==> src/rtl/mem_port_arbiter_pkg.sv <==
// Shared types for the L1 -> downstream line-port arbiter.
//   arb_state_e : arbiter FSM encoding (IDLE -> BUSY -> RELEASE -> IDLE)
//   lc3b_word   : 16-bit machine word (default address width)
//   cache_line  : 128-bit cache line (default line width)
//   wrap_inc    : modulo-n increment used for the round-robin pointer
package mem_port_arbiter_pkg;

  typedef logic [15:0]  lc3b_word;
  typedef logic [127:0] cache_line;

  typedef enum logic [1:0] {
    IDLE    = 2'd0,
    BUSY    = 2'd1,
    RELEASE = 2'd2
  } arb_state_e;

  function automatic int unsigned wrap_inc(int unsigned i, int unsigned n);
    return (i + 1 >= n) ? 0 : i + 1;
  endfunction

endpackage

==> src/rtl/mem_port_arbiter_rr_pick.sv <==
// Combinational rotating priority picker.
//   req : request vector, one bit per channel
//   ptr : highest-priority channel this round (tie to 0 for fixed priority)
//   win : index of the first requester at or after ptr, wrapping
//   vld : at least one request present
// Rotate so ptr lands at bit 0, find-first-set, then add ptr back modulo NUM_CH.
module mem_port_arbiter_rr_pick #(
  parameter int NUM_CH = 2,
  parameter int ID_W   = 1
) (
  input  logic [NUM_CH-1:0] req,
  input  logic [ID_W-1:0]   ptr,
  output logic [ID_W-1:0]   win,
  output logic              vld
);

  localparam logic [ID_W:0] NCH = NUM_CH[ID_W:0];

  logic [2*NUM_CH-1:0] dbl;
  logic [NUM_CH-1:0]   rot;
  logic [ID_W-1:0]     off;
  logic [ID_W:0]       sum;

  always_comb begin
    dbl = {req, req};
    rot = dbl[ptr +: NUM_CH];
    off = '0;
    vld = 1'b0;
    // descending scan so the lowest rotated index is the one that sticks
    for (int i = NUM_CH - 1; i >= 0; i--) begin
      if (rot[i]) begin
        off = ID_W'(i);
        vld = 1'b1;
      end
    end
    sum = {1'b0, off} + {1'b0, ptr};
    if (sum >= NCH) sum = sum - NCH;
    win = sum[ID_W-1:0];
  end

endmodule

==> src/rtl/mem_port_arbiter.sv <==
// N-channel arbiter between L1 caches and one downstream line port.
// A grant latches op/address/data/byte-enable, so the downstream access stays
// stable even if the requester changes or drops its inputs mid-access.
// Ports:
//   clk, rst_n                  clock, async active-low reset
//   ch_read/ch_write            per-channel level requests, held until ch_resp
//   ch_address/ch_wdata/ch_byte_en  per-channel request payload, channel i in slice i
//   ch_resp                     one-hot completion pulse to the granted channel
//   ch_rdata                    read line, broadcast (qualify with ch_resp)
//   mem_read/mem_write/mem_address/mem_wdata/mem_byte_en  downstream request
//   mem_resp/mem_rdata          downstream completion and read line
//   grant_id                    current or last granted channel
//   busy                        downstream access outstanding
module mem_port_arbiter
  import mem_port_arbiter_pkg::*;
#(
  parameter int NUM_CH   = 2,
  parameter int ADDR_W   = 16,
  parameter int LINE_W   = 128,
  parameter int BE_W     = 2,
  parameter int ARB_MODE = 1
) (
  input  logic                       clk,
  input  logic                       rst_n,
  input  logic [NUM_CH-1:0]          ch_read,
  input  logic [NUM_CH-1:0]          ch_write,
  input  logic [NUM_CH*ADDR_W-1:0]   ch_address,
  input  logic [NUM_CH*LINE_W-1:0]   ch_wdata,
  input  logic [NUM_CH*BE_W-1:0]     ch_byte_en,
  output logic [NUM_CH-1:0]          ch_resp,
  output logic [LINE_W-1:0]          ch_rdata,
  output logic                       mem_read,
  output logic                       mem_write,
  output logic [ADDR_W-1:0]          mem_address,
  output logic [LINE_W-1:0]          mem_wdata,
  output logic [BE_W-1:0]            mem_byte_en,
  input  logic                       mem_resp,
  input  logic [LINE_W-1:0]          mem_rdata,
  output logic [$clog2(NUM_CH)-1:0]  grant_id,
  output logic                       busy
);

  localparam int ID_W = $clog2(NUM_CH);

  arb_state_e state, state_nxt;

  logic [NUM_CH-1:0]             req;
  logic [NUM_CH-1:0][ADDR_W-1:0] addr_a;
  logic [NUM_CH-1:0][LINE_W-1:0] wdata_a;
  logic [NUM_CH-1:0][BE_W-1:0]   be_a;

  logic [ID_W-1:0]   rr_ptr, pick_ptr, win, win_inc;
  logic              win_vld;
  logic              op_wr;
  logic [ADDR_W-1:0] addr_q;
  logic [LINE_W-1:0] wdata_q;
  logic [BE_W-1:0]   be_q;
  logic              grant;

  assign addr_a  = ch_address;
  assign wdata_a = ch_wdata;
  assign be_a    = ch_byte_en;
  assign req     = ch_read | ch_write;

  // fixed priority is round robin with the pointer pinned at channel 0
  assign pick_ptr = (ARB_MODE == 1) ? rr_ptr : '0;

  mem_port_arbiter_rr_pick #(.NUM_CH(NUM_CH), .ID_W(ID_W)) u_pick (
    .req (req),
    .ptr (pick_ptr),
    .win (win),
    .vld (win_vld)
  );

  assign win_inc = (win == ID_W'(NUM_CH - 1)) ? '0 : win + 1'b1;
  assign grant   = (state == IDLE) && win_vld;

  // state register
  always_ff @(posedge clk or negedge rst_n) begin
    if (!rst_n) state <= IDLE;
    else        state <= state_nxt;
  end

  // next-state logic
  always_comb begin
    state_nxt = state;
    case (state)
      IDLE:    if (win_vld)  state_nxt = BUSY;
      BUSY:    if (mem_resp) state_nxt = RELEASE;
      RELEASE: state_nxt = IDLE;
      default: state_nxt = IDLE;
    endcase
  end

  // grant latch: write wins when a channel raises both read and write
  always_ff @(posedge clk or negedge rst_n) begin
    if (!rst_n) begin
      rr_ptr   <= '0;
      grant_id <= '0;
      op_wr    <= 1'b0;
      addr_q   <= '0;
      wdata_q  <= '0;
      be_q     <= '0;
    end else if (grant) begin
      grant_id <= win;
      op_wr    <= ch_write[win];
      addr_q   <= addr_a[win];
      wdata_q  <= wdata_a[win];
      be_q     <= be_a[win];
      if (ARB_MODE == 1) rr_ptr <= win_inc;
    end
  end

  // outputs
  always_comb begin
    mem_read    = (state == BUSY) && !op_wr;
    mem_write   = (state == BUSY) &&  op_wr;
    mem_address = addr_q;
    mem_wdata   = wdata_q;
    mem_byte_en = be_q;
    busy        = (state == BUSY);
    ch_rdata    = mem_rdata;
    ch_resp     = '0;
    if ((state == BUSY) && mem_resp) ch_resp[grant_id] = 1'b1;
  end

endmodule

==> config.mk <==
export PLATFORM = sky130hd
export DESIGN_NAME = mem_port_arbiter
export DESIGN_NICKNAME = d
export VERILOG_FILES = /design/src/rtl/mem_port_arbiter_pkg.sv /design/src/rtl/mem_port_arbiter_rr_pick.sv /design/src/rtl/mem_port_arbiter.sv
export SDC_FILE = /design/constraint.sdc
export NUM_CORES = 1
export LEC_CHECK = 0
export ABC_AREA = 1
export BUFFER_PORTS_ARGS = -buffer_cell sky130_fd_sc_hd__buf_4
export CORE_AREA = 4 4 273 275
export CTS_BUF_LIST = sky130_fd_sc_hd__clkbuf_4
export DETAILED_ROUTE_END_ITERATION = 10
export DIE_AREA = 0 0 277 279
export HOLD_SLACK_MARGIN = 0.06
export PLACE_DENSITY = 0.36
export SLEW_MARGIN = 20
export SYNTH_ARGS = -nofsm -noshare
export SYNTH_HDL_FRONTEND = slang
export SYNTH_SLANG_ARGS = --single-unit
==> constraint.sdc <==
create_clock -name clk -period 1.5 [get_ports clk]
set_input_delay 0.3 -clock clk [delete_from_list [all_inputs] [get_ports clk]]
set_output_delay 0.3 -clock clk [all_outputs]
set_load 0.01 [all_outputs]
* After elaboration in Yosys (flattened, before gate mapping)
Cells that the tools add are included.
Widths: inputs -> output; s select.
** Storage, ports and cells
- Register bits after elaboration :: 151
- Bits of input ports :: 427
- Output and inout port bits :: 280
- Logic and storage cells :: 46
** Cells by class
- Add/subtract/negate cells :: 3
- $lt $le $gt $ge :: 4
- Equality and inequality tests :: 3
- Shifts and indexed selects :: 1
- Mux-type cells :: 19
- Bitwise gates (word level) :: 1
- Reductions and logical operators :: 8
** Operators by type and width (number)
- $mux 128 :: 2
- $mux 16 :: 2
- $mux 2 :: 5
- $mux 1 :: 8
- $logic_and 1x1->1 :: 5
- $lt 1x2->1 const B :: 2
- $ne 2x2->1 const B :: 2
- $pmux 2 s2 :: 1
- $shiftx 4x2->2 :: 1
- $add 1x1->2 :: 1
- $eq 2x1->1 const B :: 1
- $ge 2x2->1 const B :: 1
- $logic_not 2->1 :: 1
- $or 2x2->2 :: 1
- $reduce_and 2->1 :: 1
- $add 1x1->1 const B :: 1
- $demux 1 s1 :: 1
- $ge 1x1->1 const B :: 1
- $logic_not 1->1 :: 1
- $sub 1x1->1 const B :: 1

* Depth between registers and ports, before layout
- Depth after elaboration :: 9
- Gate-level depth with buffers :: 8
- Depth with buffers taken out :: 6

* By module
A second synthesis with hierarchy kept.
** Second synthesis, totals
- Cells, all modules :: 1254
- Area, all modules :: 8506.9 µm²
** Modules (own cells, without submodules)
- mem_port_arbiter :: instances 1, cells an instance 1250, area an instance 8488.1 µm², sequential area each 3778.6 µm²
- mem_port_arbiter_rr_pick :: instances 1, cells an instance 4, area an instance 18.8 µm², sequential area each 0.0 µm²

* Worst setup path after synthesis
OpenSTA, ideal clock, no wires.
- Path type :: reg2reg
- From :: register state[1]
- To :: register wdata_q[92] (netlist: mem_wdata[92])
- Library setup time :: 0.124 ns
- Arrival :: 1.182 ns
- Required time :: 1.376 ns
- Path slack :: 0.193 ns
- Stages on the path, launching flop included :: 9
- Buffers on the path :: 2
- Period minus slack after synthesis :: 1.307 ns
- Path through :: dfrtp_1 -> inv_1 -> nand2_1 -> a21oi_4 -> inv_2 -> buf_2 -> buf_2 -> nand2_1 -> nand3_1
** Between the ends
- Cells in the longest elaborated chain, start to end :: 2
** RTL lines
- start, declared :: RTL line mem_port_arbiter.sv:45 : arb_state_e state, state_nxt;
- start signal, assigned :: RTL line mem_port_arbiter.sv:81 : else state <= state_nxt;
- $logic_not 2->1 :: RTL line mem_port_arbiter.sv:76 : assign grant = (state == IDLE) && win_vld;
- $logic_and 1x1->1 :: RTL line mem_port_arbiter.sv:76
- end signal, assigned :: RTL line mem_port_arbiter.sv:108 : wdata_q <= wdata_a[win];
- end, declared :: RTL line mem_port_arbiter.sv:56 : logic [LINE_W-1:0] wdata_q;
Every way passes these cells.
A chain may end at the register's enable or synchronous reset.

* Final worst setup path
- From :: register state[0]
- To :: output port ch_resp[1]
** Between the ends
- Cells in the longest elaborated chain, start to end :: 3
** RTL lines
- $eq 2x1->1 :: RTL line mem_port_arbiter.sv:124 : if ((state == BUSY) && mem_resp) ch_resp[grant_id] = 1'b1;
- $logic_and 1x1->1 :: RTL line mem_port_arbiter.sv:124
- $mux 2 :: RTL line mem_port_arbiter.sv:124
- end, declared :: RTL line mem_port_arbiter.sv:30 : output logic [NUM_CH-1:0] ch_resp,
Every way passes these cells.

==> flow_metrics.py <==
metrics = {
    "cts": {
        "numCtsBuffers": 17,
        "clk-insertion-delay-late_ps": 710,
        "clock-sinks": 151,
        "cts_buffer_depth": 2,
        "clk_pin_slew_worst_paths_ps": 160,
        "cts_tree": "yes",
        "htree_levels": 4,
        "root_buffer": "clkbuf_4",
    },
    "run": {
        "drv_cap": 0,
    },
    "global_route": {
        "grt_pass1_wl_um": 68100,
        "antenna_found_initial": 4,
        "grt_pass1_vias": 10780,
        "grt_max_degree": 53,
        "overflow": 0,
        "track_usage_pct": 11.74,
    },
    "place": {
        "io_buffers": 450,
        "finalWeightedCongestion": 0.7919,
        "dp_cells": 2252,
        "dp_hpwl_um": 28510,
    },
    "layout": {
        "drive_gt1_share_pct": 40.22,
        "syn_to_final_growth_pct": 120.9,
        "layout_commonest_cell": "nand3_1",
        "stdcell_count": 2694,
        "num-nets-final": 2142,
        "final_cell_mix": "nand3_1 (432), buf_4 (394), dlygate4sd3_1 (297)",
        "fin_util_pct": 24.61,
    },
    "pwr": {
        "p_leak_nw": 8.293,
        "combPwrFrac_pct": 66.8,
        "p_int_mw": 19.76,
        "switching_share_pct": 40.08,
        "vdd_drop_max_v": 0.0007774,
        "power_density_mw_per_mm2": 1852,
        "p_clk_share_pct": 9.8,
        "p_total_mw": 32.98,
        "power.switching_mw": 13.22,
        "seqPwrFrac_pct": 23.4,
    },
    "logic_synthesis": {
        "yosys_warnings": 0,
        "syn-num-nets": 1401,
        "yosys.cell_types.count": 18,
        "seq_area_frac_synth_pct": 46.88,
        "syn-cell-area_mm2": 0.008060,
        "synth_cells": 974,
        "avgSynthCellArea_um2": 8.275,
        "ys_ff_latch": 151,
    },
    "timing": {
        "finalSetupViolations": 300,
        "fmaxAchievable_mhz": 501.4,
        "period_needed_ps": 1994,
        "setup_ws_ps": -494.3,
        "clock_skew_ps": 14.98,
        "rsz0062_at_grt": "true",
        "setup_tns_ps": -26750,
        "tightest_slew_ps": 407.0,
        "hold_viol": 0,
        "drv_slew": 0,
        "slew_headroom_pct": 72.86,
        "period_share_pct": 133.0,
    },
    "min_path": {
        "hold_path_class": "in2reg",
    },
    "routing": {
        "drt-wirelength-per-cell_um": 17.50,
        "vias_per_cell": 3.744,
        "drc": 0,
        "wl_um": 47140,
        "drt-pass1-iter-count": 5,
        "drt_iter0_drc": 491,
        "vias": 10090,
        "ant_nets": 0,
    },
    "setup_path": {
        "path_cells": "inv_2, buf_6, nor2_4, buf_6, and3_4, buf_6",
        "path_common_cell": "buf_6",
        "endpoint_kind": "output pin",
        "crit_path_max_incr_delay_ps": 370,
        "path_class": "reg2out",
        "critPathMaxFanout": 2,
        "worst_path_dominant_cell_family": "flip-flops",
        "critPathSlowestCell": "dfrtp_1",
        "critPathBufInv": 4,
        "worstPathArrival_ps": 1690,
        "worst_setup_path_start_kind": "flop",
        "cp.required_ps": 1200,
    },
    "run_status": {
        "status": "finished, violations left",
        "violations": "negative setup slack",
    },
    "floorplan": {
        "fp.dieW_um": 277,
        "die_h_um": 279,
        "std_cell_rows": 99,
        "start_util_pct": 11.14,
        "design.die.area_mm2": 0.07728,
        "pin_count": 707,
        "core-area_mm2": 0.07234,
    },
}
## sequential cells by signal, indices dropped and copies added, names as in the netlist
signal and flops:
mem_byte_en 2, pick_ptr 1, grant_id 1, state 2, op_wr 1, mem_wdata 128, mem_address 16
## cells in the mapped netlist, drive strengths merged
library cell  instances  share of area [%]
and3                  1              0.078
buf                 197                 17
dfrtp               151                 47
o21a                  1              0.093
clkbuf               11               0.51
nor3                  1              0.062
a21oi                 2               0.31
nand3               441                 27
nor2                  7               0.39
inv                   7               0.33
o21ai                 1              0.062
nand2               154                7.2
## per-layer routing
| layer | track usage (%) | share of wire [%] |
|---|---|---|
| met2 | 19.82 | 49 |
| met4 | 5.330 | 4.0 |
| met5 | 0 | 0.028 |
| met3 | 3.863 | 7.4 |
| met1 | 13.58 | 40 |
## repair_timing
item,CTS,global route
cloned,24,3
buffers inserted,48,31
pin swaps,13,11
gates resized for setup,237,28
hold endpoints to repair,302,0
endpoints found under the setup margin,299,301
hold buffers,298,0
## path summary, 6_finish.rpt
path / endpoint / slack [ps] / cells after the start / start
max: ch_resp[1] / -490 / 6 / state[0]$_DFFE_PN0P_
min: mem_wdata[111]$_DFFE_PN0P_ / 250 / 7 / ch_read[0]
max reg2reg: mem_wdata[39]$_DFFE_PN0P_ / -210 / 11 / state[1]$_DFFE_PN0P_
min reg2reg: mem_wdata[59]$_DFFE_PN0P_ / 530 / 2 / mem_wdata[59]$_DFFE_PN0P_
max in group asynchronous: mem_wdata[27]$_DFFE_PN0P_ / 970 / 3 / rst_n
min in group asynchronous: mem_wdata[7]$_DFFE_PN0P_ / 310 / 3 / rst_n
## power by group through the flow
| stage | Combinational, mW | Clock [mW] | Sequential (mW) |
|---|---|---|---|
| after CTS | 21.3 | 3.51 | 7.69 |
| after global routing | 23.6 | 3.63 | 7.91 |
| final | 22.0 | 3.24 | 7.71 |
| after floorplan | 6.09 | 0 | 8.07 |
| after detailed placement | 13.8 | 0 | 7.40 |
| after global placement | 13.8 | 0 | 7.44 |
## cell families (layout without fill, tap and decap cells)
| kind of cell | count (synthesis) | count (layout) | share of synthesized area (%) |
|---|---|---|---|
| other | 0 | 7 | 0 |
| AND/OR/NAND/NOR | 604 | 604 | 35.08 |
| AO/OA/AOI/OAI | 4 | 4 | 0.4657 |
| buffers and inverters | 215 | 969 | 17.57 |
| flip-flops | 151 | 151 | 46.88 |
## worst reg2reg max path: cells and delay by family, from the launching register on
| kind | cells | cell delay, ps |
|---|---|---|
| AO/OA/AOI/OAI | 1 | 140 |
| buffers and inverters | 7 | 810 |
| flip-flops | 1 | 430 |
| AND/OR/NAND/NOR | 3 | 220 |
## area by class of cell
cell class              count  area [um2]
flip-flops and latches    151        3782
clock inverters            15       200.2
well taps                 959        1200
fillers                  7757       54540
multi-input cells         608        2968
inverters                   7       42.54
diodes                      7       17.52
repair buffers            930        9465
clock buffers              17       127.6
## through the flow
stage | area (um2) | setup WS [ps] | hold slack (ps)
finish | 17800 | -494.3 | 250.3
global route | 17800 | -703.5 | 143.3
CTS | 17390 | -696.4 | 70.24
detailed placement | 12040 | -298.4 | 288.9
global placement | 12040 | -293.9 | 289.9
floorplan | 8060 | 193.3 | 4.409
(Power assumes the default switching activity.)
